--- src/rtl/cpu_ctrl_pkg.sv ---
// Shared encodings for the multi-cycle CPU control path.
package cpu_ctrl_pkg;

  localparam logic [5:0] OP_RTYPE  = 6'b000000;
  localparam logic [5:0] OP_LOAD   = 6'b001110;
  localparam logic [5:0] OP_STORE  = 6'b100110;
  localparam logic [5:0] OP_ADDI   = 6'b001111;
  localparam logic [5:0] OP_BRANCH = 6'b001100;
  localparam logic [5:0] OP_JUMP   = 6'b000100;

  localparam logic [5:0] ALU_ADD = 6'b000010;
  localparam logic [5:0] ALU_SUB = 6'b000110;

  typedef enum logic [1:0] {
    PCSRC_ALU    = 2'b00,
    PCSRC_ALUOUT = 2'b01,
    PCSRC_JUMP   = 2'b10
  } pc_src_e;

  typedef enum logic [1:0] {
    ALUB_RT      = 2'b00,
    ALUB_FOUR    = 2'b01,
    ALUB_IMM     = 2'b10,
    ALUB_IMM_SH2 = 2'b11
  } alu_b_e;

  typedef enum logic [1:0] {
    CAUSE_NONE    = 2'b00,
    CAUSE_ILLEGAL = 2'b01,
    CAUSE_BUS     = 2'b10
  } trap_cause_e;

  typedef enum logic [3:0] {
    IDLE, FETCH, DECODE, EXEC_R, WB_R, EXEC_I, WB_I, MEM_ADDR,
    MEM_RD, WB_MEM, MEM_WR, BRANCH, JUMP, TRAP
  } state_e;

  // Datapath control word driven by the sequencer each cycle.
  typedef struct packed {
    logic    pc_write;
    logic    pc_write_cond;
    pc_src_e pc_source;
    logic    iord;
    logic    mem_read;
    logic    mem_write;
    logic    ir_write;
    logic    reg_dst;
    logic    mem_to_reg;
    logic    reg_write;
    logic    alu_src_a;
    alu_b_e  alu_src_b;
  } ctrl_t;

endpackage

--- src/rtl/multicycle_control_mem_wait_timer.sv ---
// Counts cycles spent waiting for mem_ready; expired_o flags the last allowed wait cycle.
module mem_wait_timer #(
  parameter int unsigned TIMEOUT = 15
) (
  input  logic clk,
  input  logic rst,
  input  logic clear_i,
  input  logic count_i,
  output logic expired_o
);

  localparam int unsigned TW = (TIMEOUT < 2) ? 1 : $clog2(TIMEOUT);

  logic [TW-1:0] cnt_q, cnt_d;
  logic          expired_q, expired_d;

  always_comb begin
    cnt_d = cnt_q;
    if (clear_i) begin
      cnt_d = '0;
    end else if (count_i) begin
      cnt_d = cnt_q + TW'(1);
    end
    expired_d = (cnt_d == TW'(TIMEOUT - 1));
  end

  always_ff @(posedge clk) begin
    if (rst) begin
      cnt_q     <= '0;
      expired_q <= (TIMEOUT == 1);
    end else begin
      cnt_q     <= cnt_d;
      expired_q <= expired_d;
    end
  end

  assign expired_o = expired_q;

endmodule

--- src/rtl/multicycle_control.sv ---
// Multi-cycle control FSM: sequences FETCH/DECODE/EXEC/MEM/WB over a shared ALU and memory port.
module multicycle_control
  import cpu_ctrl_pkg::*;
#(
  parameter int unsigned OPW         = 6,
  parameter int unsigned ALUOPW      = 6,
  parameter int unsigned MEM_TIMEOUT = 15,
  parameter int unsigned RETW        = 16
) (
  input  logic              clk,
  input  logic              rst,
  input  logic [31:0]       instruction,
  input  logic              mem_ready,
  input  logic              zero,
  output logic              pc_write,
  output logic              pc_write_cond,
  output logic [1:0]        pc_source,
  output logic              iord,
  output logic              mem_read,
  output logic              mem_write,
  output logic              ir_write,
  output logic              reg_dst,
  output logic              mem_to_reg,
  output logic              reg_write,
  output logic              alu_src_a,
  output logic [1:0]        alu_src_b,
  output logic [ALUOPW-1:0] aluop,
  output logic              instr_done,
  output logic              trap,
  output logic [1:0]        trap_cause,
  output logic [RETW-1:0]   retired
);

  state_e            state_q, state_d;
  logic              trap_q, trap_d;
  trap_cause_e       cause_q, cause_d;
  logic [RETW-1:0]   retired_q, retired_d;
  ctrl_t             ctrl_c;
  logic [ALUOPW-1:0] aluop_c;
  logic              done_c;
  logic              mem_state_c;
  logic              expired;
  logic [OPW-1:0]    opcode;
  logic              unused_inputs;

  assign opcode = instruction[31:32-OPW];
  // PC-condition gating with zero happens in the datapath, not here.
  assign unused_inputs = ^{instruction[31-OPW:ALUOPW], zero};

  mem_wait_timer #(
    .TIMEOUT(MEM_TIMEOUT)
  ) u_timer (
    .clk      (clk),
    .rst      (rst),
    .clear_i  (state_d != state_q),
    .count_i  (mem_state_c && !mem_ready),
    .expired_o(expired)
  );

  always_ff @(posedge clk) begin
    if (rst) begin
      state_q   <= IDLE;
      trap_q    <= 1'b0;
      cause_q   <= CAUSE_NONE;
      retired_q <= '0;
    end else begin
      state_q   <= state_d;
      trap_q    <= trap_d;
      cause_q   <= cause_d;
      retired_q <= retired_d;
    end
  end

  always_comb begin
    state_d     = state_q;
    trap_d      = trap_q;
    cause_d     = cause_q;
    ctrl_c      = '0;
    aluop_c     = '0;
    done_c      = 1'b0;
    mem_state_c = 1'b0;
    unique case (state_q)
      IDLE: state_d = FETCH;
      FETCH: begin
        mem_state_c      = 1'b1;
        ctrl_c.mem_read  = 1'b1;
        ctrl_c.alu_src_b = ALUB_FOUR;
        aluop_c          = ALUOPW'(ALU_ADD);
        if (mem_ready) begin
          ctrl_c.ir_write  = 1'b1;
          ctrl_c.pc_write  = 1'b1;
          ctrl_c.pc_source = PCSRC_ALU;
          state_d          = DECODE;
        end
      end
      DECODE: begin
        ctrl_c.alu_src_b = ALUB_IMM_SH2;
        aluop_c          = ALUOPW'(ALU_ADD);
        case (opcode)
          OPW'(OP_RTYPE):  state_d = EXEC_R;
          OPW'(OP_LOAD):   state_d = MEM_ADDR;
          OPW'(OP_STORE):  state_d = MEM_ADDR;
          OPW'(OP_ADDI):   state_d = EXEC_I;
          OPW'(OP_BRANCH): state_d = BRANCH;
          OPW'(OP_JUMP):   state_d = JUMP;
          default: begin
            state_d = TRAP;
            trap_d  = 1'b1;
            cause_d = CAUSE_ILLEGAL;
          end
        endcase
      end
      EXEC_R: begin
        ctrl_c.alu_src_a = 1'b1;
        ctrl_c.alu_src_b = ALUB_RT;
        aluop_c          = instruction[ALUOPW-1:0];
        state_d          = WB_R;
      end
      WB_R: begin
        ctrl_c.reg_dst   = 1'b1;
        ctrl_c.reg_write = 1'b1;
        done_c           = 1'b1;
        state_d          = FETCH;
      end
      EXEC_I, MEM_ADDR: begin
        ctrl_c.alu_src_a = 1'b1;
        ctrl_c.alu_src_b = ALUB_IMM;
        aluop_c          = ALUOPW'(ALU_ADD);
        if (state_q == EXEC_I) begin
          state_d = WB_I;
        end else if (opcode == OPW'(OP_LOAD)) begin
          state_d = MEM_RD;
        end else begin
          state_d = MEM_WR;
        end
      end
      WB_I: begin
        ctrl_c.reg_write = 1'b1;
        done_c           = 1'b1;
        state_d          = FETCH;
      end
      MEM_RD: begin
        mem_state_c     = 1'b1;
        ctrl_c.iord     = 1'b1;
        ctrl_c.mem_read = 1'b1;
        if (mem_ready) state_d = WB_MEM;
      end
      WB_MEM: begin
        ctrl_c.mem_to_reg = 1'b1;
        ctrl_c.reg_write  = 1'b1;
        done_c            = 1'b1;
        state_d           = FETCH;
      end
      MEM_WR: begin
        mem_state_c      = 1'b1;
        ctrl_c.iord      = 1'b1;
        ctrl_c.mem_write = 1'b1;
        if (mem_ready) begin
          done_c  = 1'b1;
          state_d = FETCH;
        end
      end
      BRANCH: begin
        ctrl_c.alu_src_a     = 1'b1;
        ctrl_c.alu_src_b     = ALUB_RT;
        aluop_c              = ALUOPW'(ALU_SUB);
        ctrl_c.pc_write_cond = 1'b1;
        ctrl_c.pc_source     = PCSRC_ALUOUT;
        done_c               = 1'b1;
        state_d              = FETCH;
      end
      JUMP: begin
        ctrl_c.pc_write  = 1'b1;
        ctrl_c.pc_source = PCSRC_JUMP;
        done_c           = 1'b1;
        state_d          = FETCH;
      end
      TRAP: state_d = TRAP;
      default: state_d = IDLE;
    endcase

    // A ready on the final allowed wait cycle still completes the access.
    if (mem_state_c && !mem_ready && expired) begin
      state_d = TRAP;
      trap_d  = 1'b1;
      cause_d = CAUSE_BUS;
    end

    // Reset aborts the instruction in flight without any write strobe.
    if (rst) begin
      ctrl_c  = '0;
      aluop_c = '0;
      done_c  = 1'b0;
    end

    retired_d = done_c ? retired_q + RETW'(1) : retired_q;
  end

  assign pc_write      = ctrl_c.pc_write;
  assign pc_write_cond = ctrl_c.pc_write_cond;
  assign pc_source     = ctrl_c.pc_source;
  assign iord          = ctrl_c.iord;
  assign mem_read      = ctrl_c.mem_read;
  assign mem_write     = ctrl_c.mem_write;
  assign ir_write      = ctrl_c.ir_write;
  assign reg_dst       = ctrl_c.reg_dst;
  assign mem_to_reg    = ctrl_c.mem_to_reg;
  assign reg_write     = ctrl_c.reg_write;
  assign alu_src_a     = ctrl_c.alu_src_a;
  assign alu_src_b     = ctrl_c.alu_src_b;
  assign aluop         = aluop_c;
  assign instr_done    = done_c;
  assign trap          = trap_q;
  assign trap_cause    = cause_q;
  assign retired       = retired_q;

endmodule

--- config.mk ---
export PLATFORM = sky130hd
export DESIGN_NAME = multicycle_control
export DESIGN_NICKNAME = d
export VERILOG_FILES = /design/src/rtl/cpu_ctrl_pkg.sv /design/src/rtl/multicycle_control_mem_wait_timer.sv /design/src/rtl/multicycle_control.sv
export SDC_FILE = /design/constraint.sdc
export NUM_CORES = 1
export LEC_CHECK = 0
export CAP_MARGIN = 20
export CORE_AREA = 10 10 80 82
export CTS_BUF_LIST = sky130_fd_sc_hd__clkbuf_4
export CTS_CLUSTER_DIAMETER = 40
export CTS_CLUSTER_SIZE = 12
export DETAILED_ROUTE_END_ITERATION = 8
export DIE_AREA = 0 0 90 92
export PLACE_DENSITY = 0.77
export SYNTH_ARGS = -nofsm -noshare
export SYNTH_HDL_FRONTEND = slang
export SYNTH_SLANG_ARGS = --single-unit
--- constraint.sdc ---
create_clock -name clk -period 2.9 [get_ports clk]
set_input_delay 0.435 -clock clk [delete_from_list [all_inputs] [get_ports clk]]
set_output_delay 0.435 -clock clk [all_outputs]
set_load 0.05 [all_outputs]
---- After elaboration in Yosys (flattened, before gate mapping) ----
Index checks and enable logic that the tools add are counted.
operators by class
  reductions and logical operators ........ 20
  bitwise logic cells ..................... 1
  muxes and demuxes ....................... 35
  $add $sub $neg .......................... 2
  equality and inequality tests ........... 21
operators by type and width
  operator                                                         number
  4-bit case mux with 8 select lines                               1
  4-bit == test, second input constant                             7
  4-bit two-way mux                                                7
  4-bit case mux with 5 select lines                               1
  6-bit by 4-bit == test with 1-bit output, second input constant  3
  6-bit case mux with 3 select lines                               1
  16-bit by 1-bit adder with 16-bit output, second input constant  1
  4-bit by 3-bit == test with 1-bit output, second input constant  4
  1-bit two-way mux                                                15
  14-bit two-way mux                                               1
  6-bit OR reduction                                               2
  2-bit OR reduction                                               5
  4-bit by 2-bit == test with 1-bit output, second input constant  2
  2-bit two-way mux                                                4
  4-bit OR reduction                                               2
  6-bit by 3-bit == test with 1-bit output, second input constant  1
  6-bit == test, second input constant                             1
  6-bit logical NOT                                                1
  6-bit two-way mux                                                1
  2-bit case mux with 3 select lines                               1
  3-bit OR reduction                                               2
  5-bit OR reduction                                               1
  4-bit by 1-bit adder with 4-bit output, second input constant    1
  4-bit by 1-bit == test with 1-bit output, second input constant  1
  10 further kinds                                                 13
word-level totals
  flip-flop bits (word level) ............. 28
  bits of input ports ..................... 36
  word-level logic and storage cells ...... 86
  output and inout port bits .............. 40

---- Depth between registers and ports, before layout ----
Gate-level depths: netlist (run 1).
  depth after elaboration ................. 9
  mapped depth ............................ 8
  mapped depth without buffers ............ 5

---- Modules after synthesis ----
A second synthesis (run 1) with hierarchy kept.
second synthesis, totals
  cell total of the unflattened synthesis .. 229
  area total of the unflattened synthesis .. 1830.5 µm²
by module, submodules not included
  module              area an instance (µm²)  instances  seq. area each (µm²)  cells an instance
  multicycle_control  1585.3                  1          460.4                 206
  mem_wait_timer      245.2                   1          100.1                 23

---- Worst setup path before layout (run 1) ----
Ideal clock, no wire load.
  path type ............................... flip-flop to output port
  start ................................... register state_q[1]
  end ..................................... output port alu_src_b[0]
  path slack .............................. -0.842 ns
  stages on the path, launching flop included .. 5
  data arrival time ....................... 3.307 ns
  path buffers ............................ 2
  required time ........................... 2.465 ns
  cells stage by stage .................... dfxtp_1 > buf_2 > buf_1 > nand2b_1 > a2111oi_0
between the ends
  word-level cells in the longest chain between the ends .. 4
  elaborated cells on any way between the ends .. 7
  classes of those cells .................. 4 x eq/ne; 2 x mux; 1 x reduce/logical
ends and longest elaborated chain
  item                                      RTL line                   source
  from (decl)                               multicycle_control.sv:34   state_e state_q, state_d;
  from (signal assigned)                    multicycle_control.sv:67   state_q <= state_d;
  4-bit by 3-bit == test with 1-bit output  multicycle_control.sv:82   unique case (state_q)
  2-bit OR reduction                        multicycle_control.sv:82
  2-bit case mux with 3 select lines (*)    multicycle_control.sv:82
  14-bit two-way mux (*)                    multicycle_control.sv:190  if (rst) begin
  to (decl)                                 multicycle_control.sv:26   output logic [1:0] alu_src_b,
Mark *: on every way between the ends. The rest lies on a longest branch, timed or not.

---- Worst setup path in the final report (run 1) ----
  start ................................... register state_q[0]
  end ..................................... output port alu_src_b[0]
Same word-level chain as after synthesis.

==> results of run 1 <==
-- cells in the mapped netlist, types with 2 or more instances --
cell / number
dfxtp_1: 28
a21oi_1: 14
nand2_1: 12
buf_1: 2
nor2_1: 38
nand3_1: 6
a2111oi_0: 3
nor4b_1: 4
ha_1: 2
o21ai_0: 5
xor2_1: 5
nor2b_1: 4
nand2b_1: 3
clkbuf_1: 4
nor3_2: 2
buf_2: 10
clkinv_1: 2
a31oi_1: 2
and3_1: 4
and2_1: 10
nand4_1: 7
a221oi_1: 2
inv_1: 2
nor3b_1: 2
mux2i_1: 2
xnor2_1: 13
nor4_1: 8
nor3_1: 10
-- layout by cell type, fill, tap and decap left out, types with 4 or more instances in the layout --
cell type,instances
nor2_1,38
clkdlybuf4s50_1,33
dfxtp_1,28
buf_12,20
a21oi_1,14
xnor2_1,13
nand2_1,12
and2_1,10
nor3_1,10
nor4_1,7
nand4_1,7
buf_4,7
nand3_1,6
xor2_1,5
o21ai_0,5
and3_1,4
nor2b_1,4
-- layout make-up --
type / instances / area [µm²]
timing repair buffer: 60 / 783.3
multi-input combinational: 188 / 1222
fill: 452 / 2221
clock buffer: 3 / 22.52
tap: 70 / 87.58
inverter: 4 / 15.01
sequential: 28 / 560.5
-- stage by stage --
step                      hold WS, ns  setup TNS [ns]  setup WS (ns)
after floorplan                0.5124         -0.1839        -0.1839
after global placement         0.4486               0         0.4045
after detailed placement       0.4510               0         0.3620
after CTS                      0.4694               0         0.1974
after global routing           0.5032               0        0.02949
final                          0.4688               0         0.1790
-- report_power, final --
part	total, mW	switching, mW	internal, mW
clock	0.159	0.110	0.0487
combinational	0.288	0.159	0.129
sequential	0.426	0.0312	0.394
-- worst min-delay path by stage --
stage,start,end,cells past startpoint
final,trap_cause[1],trap_cause[1],2
after global routing,trap_cause[1],trap_cause[1],2
after CTS,trap_cause[1],trap_cause[1],2
after detailed placement,trap_cause[1],trap_cause[1],2
after global placement,trap_cause[1],trap_cause[1],2
after floorplan,u_timer.expired_o,trap_cause[1],2
-- metal layers --
layer | vias up | part of all wire, % | track usage (%)
met3 | 2 | 9.8 | 5.134
met5 | - | 0 | 0
met1 | 890 | 45 | 13.97
met2 | 69 | 45 | 19.13
li1 | 950 | - | -
met4 | 0 | 0.39 | 2.918
-- logic make-up (layout without fill, tap and decap cells) --
family / Yosys count / in the layout / synth area share (%)
adders and majority gates: 2 / 2 / 1.338
muxes: 4 / 4 / 2.276
and+or+nand+nor: 121 / 121 / 35.48
xor gates and xnor gates: 18 / 18 / 8.434
DFF: 28 / 28 / 29.99
AOI/OAI and AO/OA: 43 / 43 / 16.80
buffers and inverters: 22 / 67 / 5.690
-- critical path, delay by kind of cell, from the launching register on --
family,cells,cell delay (ns)
flops,1,0.78
compound gates,1,0.74
buf+inv,1,0.22
simple gates,1,0.23
-- flip-flops by register name, indices dropped and copies added (netlist names) --
register,flops
u_timer.cnt_q,4
trap_cause,2
trap,1
u_timer.expired_o,1
retired,16
state_q,4
==> metrics.csv, run 1 <==
metric,value,unit
Synth async-reset ratio,0,%
number of antenna diodes,0,
residual DRC count,0,
number of I/O port buffers,54,
Sink Count,28,
1st-iter DRT viols,50,
setup fix buffers added after clock tree synthesis,0,
register-to-register setup slack,0.64,ns
cts bufs inserted,3,
Final ANT Viol Nets,0,
worst supply voltage drop on vdd,0.3219,mV
Slowest cell on crit path,dfxtp_1,
number of antenna violations at the first check in global routing,0,
period utilization,93.83,%
routed vias/inst,5.414,
TritonCTS clock tree,yes,
Die Area,0.008280,mm²
top flip-flop cell by instance count after synthesis,dfxtp_1,
run status,"finished, final reports clean",
number of optimization iterations in the first detailed-route pass,4,
average wire per cell in the routed design,14.60,µm
final hold violations,0,
total half-perimeter wirelength after legalization and detailed placement,4011,µm
top cell type's share of synthesized area,29.99,%
die width,90,µm
upper clock frequency limit,367.5,MHz
clock latency at the later pin of the worst-skew pair,0.32,ns
worst-case clock skew,0.003149,ns
WP data required,2.47,ns
layout cell share with drive strength beyond 1,16.25,%
part of the Yosys area used for sequential elements,29.99,%
CP Launch Type,register,
final non-filler cell area,0.002691,mm²
Clk Tree Root Cell,clkbuf_4,
net count of the mapped netlist,276,
gr ovfl total,0,
first-pass GRT wire length,8528,µm
CTS Hold Buffers Added,0,
number of H-tree levels,1,
start of the worst register-to-register path,state_q[0],
unrepaired setup endpoints after global routing,no,
total placed cells including tap cells,350,
final cell count without fillers,353,
count of endpoints failing setup in the final report,0,
maximum capacitance violations,0,
number of standard-cell rows in the floorplan,26,
min cycle time layout,2.721,ns
overall power,872.2,µW
worst endpoint data arrival time,2.29,ns
clock edge transition at the registers on the reported setup and hold paths,0.14,ns
Worst setup startpoint,state_q[0],
CP max stage delay,0.78,ns
max-slew violation count,0,
cell types with the largest area share after synthesis,"dfxtp_1, nor2_1, xnor2_1",
post-route core utilization,54.79,%
Netlist cell types,60,
total routed wirelength,5155,µm
largest net degree at the start of global routing,22,
relative slew slack,53.36,%
global-route usage over all layers,11.77,%
via count of the first global-routing pass,1788,
kind of critical path,reg2out,
synthesized flop and latch total,28,
total of cells resized after clock tree synthesis,0,
die extent in y,92,µm
Starting Density,38.05,%
Lkg Pwr,0.9091,nW
cell area reported after detailed placement,0.002669,mm²
worst setup path end,alu_src_b[0],
Mean Syn Cell Area,7.854,µm²
IO Count,76,
class of the worst hold path,reg2reg,
Pwr per Cell Area,324.1,mW/mm²
slew at the pin with the worst max-slew slack,0.6979,ns
Worst Reg2Reg Path Length in Cells,4,
"area leader, netlist",dfxtp_1,
Std-Cell Core Area,0.004912,mm²
Final GP Congestion,0.8727,
largest fanout on the critical path,21,
number of vias after detailed routing,1911,
Cells after Synth,238,
sort of element at the end of the critical path,primary output,
synthesis-to-finish area growth,43.98,%
number of enable-type register cells in the synthesized netlist,0,
yosys warns,0,
reg-to-reg endpoint,u_timer.expired_o,
Mapped Area,0.001869,mm²
# nets final,323,
cell breakdown of the critical path,"nand2_1, a2111oi_1, buf_12",
Max Buffers Root-to-Sink,2,
(Power assumes the default switching activity.)
==> inputs of run 2 (changes only) <==
--- a/config.mk
+++ b/config.mk
@@ -16,3 +16,4 @@
 export SYNTH_ARGS = -nofsm -noshare
 export SYNTH_HDL_FRONTEND = slang
 export SYNTH_SLANG_ARGS = --single-unit
+export TNS_END_PERCENT = 10
==> constraint.sdc (replaced) <==
create_clock -name clk -period 3.1 [get_ports clk]
set_input_delay 0.465 -clock clk [delete_from_list [all_inputs] [get_ports clk]]
set_output_delay 0.465 -clock clk [all_outputs]
set_load 0.05 [all_outputs]
==> run 2 against run 1 <==
Compared with the run above:
- clock skew rose by 0.0046 ns
- flip-flop and latch count did not move
- worst setup slack improved by 0.15 ns
- global-route usage rose by 0.39 points
- sequential share of layout area barely moved
- die area did not move
- count of clock-buffer cells in the layout did not move
- via count rose by 0.84%
- cell count did not move
- final area rose by 0.14%
- largest cell class unchanged
- highest routed layer unchanged
- routed wire length rose by 0.89%
- worst hold slack improved by 0.00056 ns
==> metrics.csv, run 2 (synthesis gave the netlist of run 1 again) <==
metric,value,unit,change
max-slew violation count,0,,unchanged
total of cells resized after clock tree synthesis,0,,unchanged
TritonCTS clock tree,yes,,
Worst Reg2Reg Path Length in Cells,6,,+2
number of antenna diodes,0,,unchanged
Slowest cell on crit path,a2111oi_0,,
number of antenna violations at the first check in global routing,0,,unchanged
global-route usage over all layers,12.16,%,+0.39 points
residual DRC count,0,,unchanged
average wire per cell in the routed design,14.73,µm,+0.89%
slew at the pin with the worst max-slew slack,0.7948,ns,+0.09695 ns
via count of the first global-routing pass,1862,,+4.1%
largest fanout on the critical path,17,,-19%
sort of element at the end of the critical path,primary output,,
kind of critical path,reg2out,,
Starting Density,38.05,%,unchanged
fillcell total,443,,-2.0%
number of standard-cell rows in the floorplan,26,,unchanged
number of I/O port buffers,54,,unchanged
unrepaired setup endpoints after global routing,no,,
post-route core utilization,54.86,%,+0.076 points
period utilization,89.23,%,
upper clock frequency limit,361.5,MHz,
cell area reported after detailed placement,0.002643,mm²,-0.98%
worst-case clock skew,0.007783,ns,+0.004633 ns
CP Launch Type,register,,
worst endpoint data arrival time,2.30,ns,about the same
start of the worst register-to-register path,state_q[3],,
part of the total power dissipated in the clock network,26.5,%,+8.3 points
Std-Cell Core Area,0.004912,mm²,unchanged
total half-perimeter wirelength after legalization and detailed placement,3963,µm,-1.2%
clock edge transition at the registers on the reported setup and hold paths,0.15,ns,about the same
number of vias after detailed routing,1927,,+0.84%
setup fix buffers added after clock tree synthesis,0,,unchanged
net switching share of the total power,31.52,%,-2.9 points
Clk Tree Root Cell,clkbuf_4,,
NetSw,284.3,µW,-5.3%
cts bufs inserted,3,,unchanged
"commonest cells after routing, fill and taps aside","nor2_1, clkdlybuf4s50_1, dfxtp_1",,
WHS,0.4694,ns,+0.0005590 ns
total routed wirelength,5201,µm,+0.89%
first-pass GRT wire length,8873,µm,+4.0%
Sink Count,28,,unchanged
run status,"finished, final reports clean",,
routed vias/inst,5.459,,+0.84%
IO Count,76,,unchanged
Final GP Congestion,0.8328,,-4.6%
min cycle time layout,2.766,ns,
CTS Hold Buffers Added,0,,unchanged
Die Area,0.008280,mm²,unchanged
Internal Power,617.6,µW,+8.0%
die width,90,µm,unchanged
relative slew slack,45.64,%,-7.7 points
clock latency at the later pin of the worst-skew pair,0.33,ns,about the same
class of the worst hold path,reg2reg,,
WP data required,2.63,ns,+0.16 ns
Lkg Pwr,0.9182,nW,+0.99%
Largest register FFs,16,,unchanged
number of optimization iterations in the first detailed-route pass,4,,unchanged
"most common cell after layout, fill and taps aside",nor2_1,,
Comb power frac,30.0,%,-3.0 points
CP max stage delay,0.78,ns,about the same
maximum capacitance violations,0,,unchanged
worst setup path end,aluop[1],,
reg-to-reg endpoint,retired[11],,
final hold violations,0,,unchanged
cell breakdown of the critical path,"nand2b_1, a2111oi_0, buf_12",,
register-to-register setup slack,0.82,ns,+0.18 ns
layout cell share with drive strength beyond 1,15.19,%,-1.1 points
Pwr per Cell Area,334.7,mW/mm²,+3.3%
Setup Total Neg Slack,0,ns,unchanged
1st-iter DRT viols,144,,+190%
Final ANT Viol Nets,0,,unchanged
final non-filler cell area,0.002695,mm²,+0.14%
largest net degree at the start of global routing,22,,unchanged
die extent in y,92,µm,unchanged
Max Buffers Root-to-Sink,2,,unchanged
share of power burned in registers,43.4,%,-5.4 points
synthesis-to-finish area growth,44.18,%,
count of endpoints failing setup in the final report,0,,unchanged
number of H-tree levels,1,,unchanged
Worst setup startpoint,state_q[1],,
gr ovfl total,0,,unchanged
worst supply voltage drop on vdd,0.2235,mV,-31%
launch instance of the worst min-delay path,trap_cause[1],,
# nets final,322,,-0.31%
run 2: power groups by stage:
| stage | clock network [mW] | logic, mW | registers (mW) |
|---|---|---|---|
| final | 0.239 | 0.271 | 0.392 |
| after global routing | 0.252 | 0.293 | 0.395 |
| after CTS | 0.242 | 0.272 | 0.392 |
| after detailed placement | 0 | 0.271 | 0.399 |
| after global placement | 0 | 0.265 | 0.399 |
| after floorplan | 0 | 0.179 | 0.393 |
run 2: worst min path at each step:
stage                          to  cells after the start
global route        trap_cause[1]                      2
floorplan           trap_cause[1]                      2
CTS                 trap_cause[1]                      2
finish              trap_cause[1]                      2
global placement    trap_cause[1]                      2
detailed placement  trap_cause[1]                      2
run 2: final cells by class:
type	count	area, µm²	share of cell area [%]
well taps	70	87.58	3.250
flip-flops and latches	28	560.5	20.80
repair buffers	59	775.7	28.78
inverters	4	15.01	0.5571
multi-input cells	188	1204	44.66
clock buffers	3	22.52	0.8357
clock inverters	1	30.03	1.114
run 2: routing by layer:
| layer | share of wire, % | vias up | track usage (%) | routed length, µm |
|---|---|---|---|---|
| li1 | - | 950 | - | - |
| met4 | 0.58 | 0 | 2.387 | 30 |
| met2 | 43 | 71 | 18.77 | 2262 |
| met5 | 0 | - | 0 | 0 |
| met3 | 9.2 | 4 | 4.645 | 476 |
| met1 | 47 | 902 | 15.82 | 2432 |
run 2: per-stage QoR:
step	cells	worst slack (ns)	total power [mW]
floorplan	238	-0.6408	0.5719
global placement	349	0.5610	0.6637
detailed placement	349	0.5528	0.6704
CTS	353	0.3299	0.9060
global route	353	0.1025	0.9404
finish	353	0.3338	0.9019
run 2: critical path: cells and delay by family (launching register included):
family	cells	cell delay (ns)
compound gates	1	0.78
flops	1	0.74
simple gates	1	0.24
buf+inv	1	0.22
==> inputs of run 3 (changes only) <==
--- a/config.mk
+++ b/config.mk
@@ -13,6 +13,7 @@
 export DETAILED_ROUTE_END_ITERATION = 8
 export DIE_AREA = 0 0 90 92
 export PLACE_DENSITY = 0.77
+export RECOVER_POWER = 100
 export SYNTH_ARGS = -nofsm -noshare
 export SYNTH_HDL_FRONTEND = slang
 export SYNTH_SLANG_ARGS = --single-unit
==> run 3 against run 2 <==
Compared with the run above:
- first-iteration DRC count down 15%
- critical path type unchanged
- largest power group unchanged
- final area down 8.1%
- worst setup slack better by 0.0091 ns
- clock power about the same
- worst hold slack worse by 0.0037 ns
==> metrics.csv, run 3 (synthesis gave the netlist of run 1 again) <==
metric,value,unit,change
gr ovfl total,0,,unchanged
Setup Total Neg Slack,0,ns,unchanged
share of power burned in registers,44.6,%,+1.2 points
unrepaired setup endpoints after global routing,no,,
sort of element at the end of the critical path,primary output,,
IO Count,76,,unchanged
class of the worst hold path,reg2reg,,
layout cell share with drive strength beyond 1,8.481,%,-6.7 points
relative slew slack,45.60,%,about the same
Max Buffers Root-to-Sink,2,,unchanged
worst-case clock skew,0.005254,ns,-0.002529 ns
synthesis-to-finish area growth,32.46,%,
clock latency at the later pin of the worst-skew pair,0.32,ns,about the same
largest net degree at the start of global routing,22,,unchanged
die extent in y,92,µm,unchanged
kind of critical path,reg2out,,
total half-perimeter wirelength after legalization and detailed placement,3963,µm,unchanged
run status,"finished, final reports clean",,
cts bufs inserted,3,,unchanged
Sink Count,28,,unchanged
1st-iter DRT viols,123,,-15%
worst endpoint data arrival time,2.29,ns,about the same
count of endpoints failing setup in the final report,0,,unchanged
TritonCTS clock tree,yes,,
number of I/O port buffers,54,,unchanged
setup fix buffers added after clock tree synthesis,0,,unchanged
final hold violations,0,,unchanged
"most common cell after layout, fill and taps aside",nor2_1,,
routed vias/inst,5.382,,-1.4%
Clk Tree Root Cell,clkbuf_4,,
Starting Density,38.05,%,unchanged
residual DRC count,0,,unchanged
Internal Power,599.3,µW,-3.0%
number of standard-cell rows in the floorplan,26,,unchanged
total of cells resized after clock tree synthesis,0,,unchanged
largest fanout on the critical path,17,,unchanged
Pwr per Cell Area,354.3,mW/mm²,+5.9%
Largest register FFs,16,,unchanged
global-route usage over all layers,12.16,%,unchanged
number of antenna violations at the first check in global routing,0,,unchanged
CTS Hold Buffers Added,0,,unchanged
Comb power frac,28.2,%,-1.8 points
Lkg Pwr,0.8925,nW,-2.8%
upper clock frequency limit,362.7,MHz,+0.33%
WP data required,2.63,ns,about the same
worst supply voltage drop on vdd,0.2215,mV,-0.92%
max-slew violation count,0,,unchanged
average wire per cell in the routed design,14.87,µm,+0.90%
net switching share of the total power,31.69,%,+0.17 points
NetSw,278.1,µW,-2.2%
CP Launch Type,register,,
CP max stage delay,0.78,ns,about the same
overall power,877.4,µW,-2.7%
cell area reported after detailed placement,0.002643,mm²,unchanged
Die Area,0.008280,mm²,unchanged
Slowest cell on crit path,a2111oi_0,,
first-pass GRT wire length,8873,µm,unchanged
clock edge transition at the registers on the reported setup and hold paths,0.15,ns,about the same
"commonest cells after routing, fill and taps aside","nor2_1, dfxtp_1, dlygate4sd3_1",,
number of vias after detailed routing,1900,,-1.4%
number of antenna diodes,0,,unchanged
number of optimization iterations in the first detailed-route pass,4,,unchanged
number of H-tree levels,1,,unchanged
min cycle time layout,2.757,ns,-0.009149 ns
register-to-register setup slack,0.51,ns,-0.31 ns
Std-Cell Core Area,0.004912,mm²,unchanged
part of the total power dissipated in the clock network,27.2,%,+0.7 points
post-route core utilization,50.41,%,-4.5 points
cell breakdown of the critical path,"nand2b_1, a2111oi_0, buf_12",,
# nets final,322,,unchanged
die width,90,µm,unchanged
Final ANT Viol Nets,0,,unchanged
total routed wirelength,5248,µm,+0.90%
via count of the first global-routing pass,1862,,unchanged
maximum capacitance violations,0,,unchanged
final non-filler cell area,0.002476,mm²,-8.1%
period utilization,88.94,%,-0.30 points
slew at the pin with the worst max-slew slack,0.7954,ns,+0.0005748 ns
Final GP Congestion,0.8328,,unchanged
worst slack at placement,0.5528,ns,unchanged
Setup WS post-layout,0.3430,ns,+0.009149 ns
-- run 3: worst max-delay path: cells and delay by family (launching register included) --
| family | cells | cell delay, ns |
|---|---|---|
| compound gates | 1 | 0.78 |
| flops | 1 | 0.72 |
| buf+inv | 1 | 0.22 |
| simple gates | 1 | 0.24 |
-- run 3: worst paths after layout --
kind | start | to | cells after the start
setup / recovery | state_q[1] | aluop[1] | 3
hold / removal | trap_cause[1] | trap_cause[1] | 2
setup reg to reg | state_q[3] | retired[11] | 6
hold reg to reg | trap_cause[1] | trap_cause[1] | 2
-- run 3: layout make-up --
cell class	count	area [µm²]
Fill cell	482	2436
Multi-Input combinational cell	188	1169
Timing Repair Buffer	59	591.8
Sequential cell	28	560.5
Tap cell	70	87.58
Clock inverter	1	30.03
Clock buffer	3	22.52
Inverter	4	15.01
-- run 3: power groups by stage --
stage | combinational (mW) | sequential (mW) | clock (mW)
final | 0.247 | 0.391 | 0.239
after global routing | 0.269 | 0.395 | 0.252
after CTS | 0.272 | 0.392 | 0.242
after detailed placement | 0.271 | 0.399 | 0
after global placement | 0.265 | 0.399 | 0
after floorplan | 0.179 | 0.393 | 0
-- run 3: stage by stage --
step                instances  hold WS (ns)
floorplan                 238        0.5124
global placement          349        0.4475
detailed placement        349        0.4559
CTS                       353        0.4753
global route              353        0.5041
finish                    353        0.4657
-- run 3: per-layer routing --
metal / vias to the layer above / track usage (%) / routed length (µm)
met5: - / 0 / 0
met4: 0 / 2.387 / 30
met3: 4 / 4.645 / 382
met2: 54 / 18.77 / 2274
met1: 893 / 15.82 / 2561
li1: 949 / - / -
